### config.mk
export PLATFORM = sky130hd
export DESIGN_NAME = alu_sched
export DESIGN_NICKNAME = d
export VERILOG_FILES = /design/src/rtl/alu_sched.sv
export SDC_FILE = /design/constraint.sdc
export NUM_CORES = 1
export LEC_CHECK = 0
export BUFFER_PORTS_ARGS = -buffer_cell sky130_fd_sc_hd__buf_2
export CAP_MARGIN = 20
export CORE_ASPECT_RATIO = 1.25
export CORE_UTILIZATION = 30
export CTS_CLUSTER_SIZE = 10
export DETAILED_ROUTE_END_ITERATION = 10
export MAX_ROUTING_LAYER = met4
export PLACE_DENSITY = 0.61
export SYNTH_ARGS = -nofsm -noshare
export SYNTH_HDL_FRONTEND = slang
export SYNTH_SLANG_ARGS = --single-unit
### constraint.sdc
create_clock -name clk -period 3.91 [get_ports clk]
set_input_delay 0.782 -clock clk [delete_from_list [all_inputs] [get_ports clk]]
set_output_delay 0.782 -clock clk [all_outputs]
set_load 0.01 [all_outputs]
### src/rtl/alu_sched.sv
// Two-port round-robin sequencer for the 8-bit ALU: latches the winning request,
// issues one strobe pulse, captures the ALU output and returns a one-cycle ack.
module alu_sched #(
  parameter int WIDTH = 8
) (
  input  logic             clk,
  input  logic             reset,
  input  logic             req0,
  input  logic             req1,
  input  logic [1:0]       op0,
  input  logic [1:0]       op1,
  input  logic [WIDTH-1:0] a0,
  input  logic [WIDTH-1:0] b0,
  input  logic [WIDTH-1:0] a1,
  input  logic [WIDTH-1:0] b1,
  output logic             ack0,
  output logic             ack1,
  output logic [WIDTH-1:0] result,
  output logic             zero,
  output logic             busy,
  output logic             gnt_id,
  output logic [WIDTH-1:0] alu_a1,
  output logic [WIDTH-1:0] alu_a2,
  output logic [2:0]       alu_control,
  input  logic [WIDTH-1:0] alu_o
);

  typedef enum logic [1:0] {IDLE, SETUP, FIRE, DONE} state_t;

  state_t state;
  logic   pick;

  // On a tie the requester that was not served last wins; otherwise the lone requester.
  always_comb begin
    pick = req1;
    if (req0 && req1) pick = ~gnt_id;
  end

  // NOTE: every register below uses non-blocking assignments so all state
  // updates see the pre-edge values, regardless of statement order.
  always_ff @(posedge clk or posedge reset) begin
    if (reset) begin
      state       <= IDLE;
      alu_control <= 3'b000;
      alu_a1      <= '0;
      alu_a2      <= '0;
      result      <= '0;
      zero        <= 1'b1;
      ack0        <= 1'b0;
      ack1        <= 1'b0;
      busy        <= 1'b0;
      gnt_id      <= 1'b1;
    end else begin
      case (state)
        IDLE: begin
          if (req0 || req1) begin
            gnt_id      <= pick;
            alu_a1      <= pick ? a1 : a0;
            alu_a2      <= pick ? b1 : b0;
            alu_control <= {(pick ? op1 : op0), 1'b0};
            busy        <= 1'b1;
            state       <= SETUP;
          end
        end
        SETUP: begin
          // Operands have now been stable for a full cycle; raise the strobe.
          alu_control[0] <= 1'b1;
          state          <= FIRE;
        end
        FIRE: begin
          result         <= alu_o;
          zero           <= (alu_o == '0);
          ack0           <= ~gnt_id;
          ack1           <= gnt_id;
          alu_control[0] <= 1'b0;
          state          <= DONE;
        end
        DONE: begin
          ack0  <= 1'b0;
          ack1  <= 1'b0;
          busy  <= 1'b0;
          state <= IDLE;
        end
        default: state <= IDLE;
      endcase
    end
  end

endmodule

==> results.cfg, run 1 <==
[cells_and_area]
fin_nets = 287
antenna_cells = 0
fillers = 523
multi_input_area_um2 = 633.1
final_cell_area_um2 = 2100
register_area_um2 = 853.3
area_growth_pct = 34.35
drive_gt1_frac = 0.4426

[place]
numPortBuffers = 79
dpl_cell_area_um2 = 1989
gp_congestion = 0.6524
place_hpwl_mm = 2.621

[power]
power_leakage_nw = 1.053
powerDensity_nw_per_um2 = 779.1
ir_drop_mv = 0.3669

[clocking]
insertion_delay_ps = 280
cts.path.max_buffers = 2
cts_tree = built
root_buffer = clkbuf_8
cts_max_level = 2
numCtsBuffers = 5
clk_pin_slew_worst_paths_ps = 70
cts_resized = 0
ctsHoldBuffers = 0
cts_setup_buffers = 0
cts_sinks = 34

[yosys]
synth_area_leaders = dfrtp_1 (51%), a21oi_1 (12%), mux2_2 (7.2%)
yosys-top-cells-count = a21oi_1 (38), dfrtp_1 (32), nor2_1 (21), nand2_1 (18), mux2_2 (10)
netlist_instances = 155
ys_seq_elements = 34
synthArstFlopShare = 1.000
ys_seq_area_frac = 0.5460
synthFlopType = dfrtp_1
synth_edf_count = 0
synth_area_leader_cell = dfrtp_1
yosysWarnings = 0
synth_area_um2 = 1563
yosysUniqueCellTypes = 22
synth.top_cell.area_share = 0.5124
syn_nets = 208
synth.most_common_cell = a21oi_1
synth.avg_cell_area_um2 = 10.08

[detailed_routing]
vias = 1390
drtIter0Drc = 103
postRouteAntennaNets = 0
dr.pass1.iters = 4
wirelength_mm = 3.655
wire_per_inst_um = 12.31
via_per_inst = 4.680
remaining_drc_errors = 0

[setup_path]
endpoint_kind = output port
critPathTopFamily = flip-flops
start_kind = flop
max_stage_delay_ps = 620
worst-r2r-cell-count = 5
cp_max_fo = 7
crit_chain = buf_2
path_class = reg2out
cp_num_buf_inv = 1
cp.required_ps = 3130
crit_arrival_ps = 1060
crit_slowest_cell = dfstp_2
path_depth = 1

[run]
max_cap_violations = 0

[sta]
max_freq_mhz = 542.4
hold_viol_final = 0
maxSlewHeadroom = 0.4704
rsz0062_at_grt = no
worstMarginPinSlew_ps = 794.3
tns_ps = 0
fin_skew_ps = 6.177
min_period_ps = 1844
period_share = 0.4715
setup-violations-final = 0
maxSlewViolCount = 0

[die]
die_y_um = 82.70
initial_core_util = 0.3098
io_pins = 80
fp.coreArea_um2 = 5044
die_x_um = 66.56
rows = 29
die_area_um2 = 5504

[hold_path]
hold_path.class = reg2reg
holdPathStages = 2

[global_routing]
grt_first_pass_wirelength_mm = 5.616
antenna_found_initial = 0
grt_max_degree = 35
grt-ovfl-total = 0
grt_use_total = 0.1394
first_global_vias = 1195

[outcome]
status = finished, final reports clean
==> sequential cells by signal, indices dropped and copies added (netlist names) <==
| name | cells |
|---|---|
| alu_a1 | 8 |
| alu_a2 | 8 |
| result | 8 |
| alu_control | 3 |
| state | 2 |
| ack0 | 1 |
| ack1 | 1 |
| busy | 1 |
| gnt_id | 1 |
| zero | 1 |
==> final cells by class <==
type                       instances  area share
multi-input combinational        107      0.3015
clock buffer                       8     0.05244
inverter                           6     0.01073
timing repair buffer              80      0.1919
sequential                        34      0.4064
tap                               62     0.03695
==> metrics by stage <==
step	total power [mW]	util	setup slack, ps	cells	hold WS [ps]
final	1.636	0.4163	2066	297	476.2
after global routing	1.783	0.4163	1999	297	503.3
after CTS	1.665	0.4163	2050	297	476.1
after detailed placement	1.351	0.3944	1940	289	464.5
after global placement	1.333	0.3944	1994	289	460.9
after floorplan	1.101	-	2231	155	474.2
==> routing by layer <==
metal | part of all wire | up-vias | global-route usage
li1 | - | 684 | -
met1 | 0.45 | 646 | 0.1788
met2 | 0.48 | 53 | 0.2101
met3 | 0.065 | 7 | 0.04121
met4 | 0.011 | 0 | 0.04468
met5 | 0 | - | -
==> placed cells by master, fill, tap and decap left out <==
cell type	synthesis	final
buf_2	4	79
a21oi_1	38	38
dfrtp_1	32	32
nor2_1	21	21
nand2_1	18	18
mux2_2	10	10
clkbuf_8	0	8
inv_1	6	6
ha_1	5	5
o21ai_0	3	3
nor4_1	2	2
mux2i_1	2	2
dfstp_2	2	2
a21bo_2	1	1
a21boi_4	1	1
o21ai_2	1	1
o21a_1	1	1
nor3b_2	1	1
a31oi_1	1	1
nand3_1	1	1
nor3_1	1	1
buf_4	3	1
==> power by group <==
| group | switching, mW | internal [mW] |
|---|---|---|
| clock network | 0.126 | 0.178 |
| logic | 0.385 | 0.320 |
| registers | 0.0968 | 0.530 |
| total | 0.608 | 1.03 |
==> logic make-up after synthesis <==
family,after synthesis,synth area share
buf+inv,14,0.04884
flops,34,0.5460
mux,12,0.08487
simple gates,44,0.1161
fa+ha+maj,5,0.04003
compound gates,46,0.1641
==> worst min-delay path: stages, from the launching register on <==
cell and delay (ps):
dfstp_2 370, inv_1 40, o21ai_0 70
==> worst paths after layout <==
path | startpoint | end | slack (ps)
worst min-delay path | zero$_DFFE_PP1P_ | zero$_DFFE_PP1P_ | 480
worst max-delay path | gnt_id$_DFFE_PP1P_ | gnt_id | 2070
worst max register to register | state[0]$_DFFE_PP0P_ | alu_control[2]$_DFFE_PP0P_ | 2170
min in group asynchronous | reset | ack1$_DFFE_PP0P_ | 590
max in group asynchronous | reset | zero$_DFFE_PP1P_ | 2970
worst min register to register | zero$_DFFE_PP1P_ | zero$_DFFE_PP1P_ | 480
Note: power is estimated with default switching activity, not from simulation.
==> run 2, diff against run 1 <==
- clock period: 3.91 -> 1.8 ns (I/O delays scaled with it)
==> results.cfg, run 2 (synthesized netlist as in run 1, its figures left out) <==
[sta]
setup_ws_ps = 207.3
max_freq_mhz = 627.9
maxSlewViolCount = 0
holdWs_ps = 163.7
period_share = 0.8848
rsz0062_at_grt = no
hold_viol_final = 0
maxSlewHeadroom = 0.4359
setup-violations-final = 0
fin_skew_ps = 4.347
worstMarginPinSlew_ps = 846.0
min_period_ps = 1593
tns_ps = 0

[die]
initial_core_util = 0.3098
rows = 29
die_y_um = 82.70
fp.coreArea_um2 = 5044
die_x_um = 66.56
io_pins = 80
die_area_um2 = 5504

[clocking]
numCtsBuffers = 5
cts.path.max_buffers = 2
clk_pin_slew_worst_paths_ps = 70
cts_setup_buffers = 0
cts_sinks = 34
cts_max_level = 2
cts_resized = 0
insertion_delay_ps = 280
cts_tree = built
ctsHoldBuffers = 0
root_buffer = clkbuf_8

[cells_and_area]
layout.cells.non_filler = 298
largestRegisters = alu_a1: 8 flops, alu_a2: 8 flops, result: 8 flops
drive_gt1_frac = 0.4449
area_growth_pct = 33.31
final_util = 0.4130
final_cell_mix = buf_2 (79), a21oi_1 (38), dfrtp_1 (32), nor2_1 (21), nand2_1 (18)
final_cell_area_um2 = 2083
fin_nets = 289
antenna_cells = 0
final_common_cell = buf_2

[place]
numPortBuffers = 79
preCtsSetupSlack_ps = 213.4
dpl.cell_count = 291
dpl_cell_area_um2 = 2004
gp_congestion = 0.6898
place_hpwl_mm = 2.508

[power]
ir_drop_mv = 0.5411
powerDensity_nw_per_um2 = 1650
power_mw = 3.438
power_leakage_nw = 1.050

[global_routing]
grt-ovfl-total = 0
antenna_found_initial = 0
first_global_vias = 1219
grt_max_degree = 35
grt_first_pass_wirelength_mm = 5.678
grt_use_total = 0.1442

[setup_path]
endpoint_kind = flop
cp_max_fo = 5
cp.required_ps = 1960
crit_slowest_cell = dfrtp_1
critPathTopFamily = flip-flops
crit_chain = inv_1 > ha_1 > nor3b_2 > mux2_2
path_class = reg2reg
start_kind = flop
max_stage_delay_ps = 410
crit_arrival_ps = 1760
cp_num_buf_inv = 1

[detailed_routing]
remaining_drc_errors = 0
drtIter0Drc = 42
vias = 1403
postRouteAntennaNets = 0
via_per_inst = 4.708
wire_per_inst_um = 11.90
wirelength_mm = 3.547
dr.pass1.iters = 4

[outcome]
status = finished, final reports clean

[run]
max_cap_violations = 0

[hold_path]
hold_path.class = in2async
run 2: final timing paths:
path | from | end | slack, ps | cells after the start
max | state[1]$_DFFE_PP0P_ | state[1]$_DFFE_PP0P_ | 210 | 4
min | reset | alu_a1[6]$_DFFE_PP0P_ | 160 | 3
max reg2reg | state[1]$_DFFE_PP0P_ | state[1]$_DFFE_PP0P_ | 210 | 4
min reg2reg | zero$_DFFE_PP1P_ | zero$_DFFE_PP1P_ | 470 | 2
max in group asynchronous | reset | zero$_DFFE_PP1P_ | 1310 | 3
min in group clk | b0[3] | alu_a2[3]$_DFFE_PP0P_ | 300 | 3
run 2: cell type report:
| type | count | area (um^2) |
|---|---|---|
| fill | 527 | 2960 |
| sequential | 34 | 853.3 |
| multi-input combinational | 107 | 633.1 |
| timing repair buffer | 82 | 417.9 |
| tap | 62 | 77.57 |
| clock buffer | 5 | 68.82 |
| inverter | 6 | 22.52 |
| clock inverter | 2 | 10.01 |
run 2: where the power goes:
group | switching (mW) | internal, mW
logic | 0.846 | 0.712
clock network | 0.262 | 0.259
registers | 0.206 | 1.15
total | 1.31 | 2.12
run 2: worst reg2reg max path, delay by kind of cell (launching register included):
| kind | cells | cell delay [ps] |
|---|---|---|
| flip-flops | 1 | 410 |
| multiplexers | 1 | 380 |
| AND/OR/NAND/NOR | 1 | 330 |
| adder cells (fa/ha/maj) | 1 | 240 |
| buffers and inverters | 1 | 120 |
run 2: routing by layer:
| layer | vias up | global-route usage | share of wire |
|---|---|---|---|
| li1 | 685 | - | - |
| met1 | 660 | 0.1815 | 0.46 |
| met2 | 52 | 0.2172 | 0.47 |
| met3 | 6 | 0.04121 | 0.059 |
| met4 | 0 | 0.05745 | 0.017 |
| met5 | - | - | 0 |
==> run 3, diff against run 2 <==
- CORE_UTILIZATION: 30 -> 45
- CTS_BUF_LIST: not set -> sky130_fd_sc_hd__clkbuf_8
- PLACE_DENSITY: 0.61 -> 0.83
==> results.cfg, run 3 (synthesized netlist as in run 1, its figures left out) <==
[cells_and_area]
largestRegisters = alu_a1: 8 flops, alu_a2: 8 flops, result: 8 flops
fillers = 288
antenna_cells = 0
final_common_cell = buf_2
multi_input_area_um2 = 633.1
drive_gt1_frac = 0.4412
register_area_um2 = 853.3
final_cell_area_um2 = 2071
final_util = 0.6368
fin_nets = 290
final_cell_mix = buf_2 (79), a21oi_1 (38), dfrtp_1 (32), nor2_1 (21), nand2_1 (18)
area_growth_pct = 32.51

[global_routing]
grt_max_degree = 35
first_global_vias = 1288
grt-ovfl-total = 0
antenna_found_initial = 0
grt_first_pass_wirelength_mm = 5.195
grt_use_total = 0.2014

[clocking]
cts_tree = built
insertion_delay_ps = 280
cts_sinks = 34
cts_max_level = 2
cts_resized = 0
cts.path.max_buffers = 2
clk_pin_slew_worst_paths_ps = 70
numCtsBuffers = 5
cts_setup_buffers = 0
root_buffer = clkbuf_8
ctsHoldBuffers = 0

[sta]
rsz0062_at_grt = no
hold_viol_final = 0
min_period_ps = 1582
period_share = 0.8790
worstMarginPinSlew_ps = 770.0
fin_skew_ps = 8.255
setup_ws_ps = 217.9
max_freq_mhz = 632.1
setup-violations-final = 0
tns_ps = 0
maxSlewHeadroom = 0.4866
maxSlewViolCount = 0

[power]
powerDensity_nw_per_um2 = 1680
power_leakage_nw = 1.065
ir_drop_mv = 0.9509

[die]
fp.coreArea_um2 = 3252
die_y_um = 67.89
die_x_um = 54.71
rows = 23
io_pins = 80
die_area_um2 = 3714
initial_core_util = 0.4806

[outcome]
status = finished, final reports clean

[setup_path]
cp.required_ps = 1960
path_class = reg2reg
start_kind = flop
cp_max_fo = 5
endpoint_kind = flop
crit_arrival_ps = 1740

[place]
numPortBuffers = 79
gp_congestion = 0.7422
place_hpwl_mm = 2.572
dpl_cell_area_um2 = 1981
preCtsSetupSlack_ps = 211.5

[detailed_routing]
vias = 1418
dr.pass1.iters = 4
wirelength_mm = 3.412
wire_per_inst_um = 12.41
remaining_drc_errors = 0
via_per_inst = 5.156
postRouteAntennaNets = 0
drtIter0Drc = 56

[hold_path]
hold_path.class = in2async

[run]
max_cap_violations = 0
run 3: cell count changes in the layout (fill, tap and decap cells not counted), sizes merged:
cell	before	now
buf	82	83
clkbuf	5	6
clkinv	2	0
inv	6	8
run 3: final cells by class:
cell class,instances,area share
inverter,6,0.01088
multi-input combinational,107,0.3057
sequential,34,0.4121
tap,37,0.02236
clock buffer,6,0.03988
timing repair buffer,83,0.2054
clock inverter,2,0.003625
run 3: metal layers:
metal,vias up,share of wire,global-route usage
met2,69,0.52,0.3343
met3,2,0.076,0.04000
met1,659,0.40,0.2344
met4,0,0.0041,0.07692
met5,-,0,-
li1,688,-,-
run 3: worst max-delay path, stage by stage (launching register included):
cell     delay [ps]
dfrtp_1         390
inv_1           120
ha_1            250
nor3b_2         330
mux2_2          370
run 3: path summary, 6_finish.rpt:
check / slack [ps] / start / cells after the start / end
max: 220 / state[0]$_DFFE_PP0P_ / 4 / state[1]$_DFFE_PP0P_
min: 160 / reset / 3 / alu_control[1]$_DFFE_PP0P_
max reg2reg: 220 / state[0]$_DFFE_PP0P_ / 4 / state[1]$_DFFE_PP0P_
min reg2reg: 470 / zero$_DFFE_PP1P_ / 2 / zero$_DFFE_PP1P_
max in group asynchronous: 1300 / reset / 3 / zero$_DFFE_PP1P_
min in group clk: 310 / b0[6] / 3 / alu_a2[6]$_DFFE_PP0P_
run 3: report_power, final:
part / internal, mW / switching (mW) / total [mW]
sequential: 1.15 / 0.201 / 1.35
clock: 0.300 / 0.252 / 0.552
combinational: 0.726 / 0.847 / 1.57
run 3: metrics by stage:
| stage | hold slack (ps) | power, mW | instances |
|---|---|---|---|
| global route | 202.8 | 3.795 | 275 |
| floorplan | 474.2 | 2.392 | 155 |
| global placement | 462.2 | 2.913 | 267 |
| detailed placement | 465.6 | 2.965 | 267 |
| CTS | 174.1 | 3.517 | 275 |
| finish | 163.4 | 3.478 | 275 |
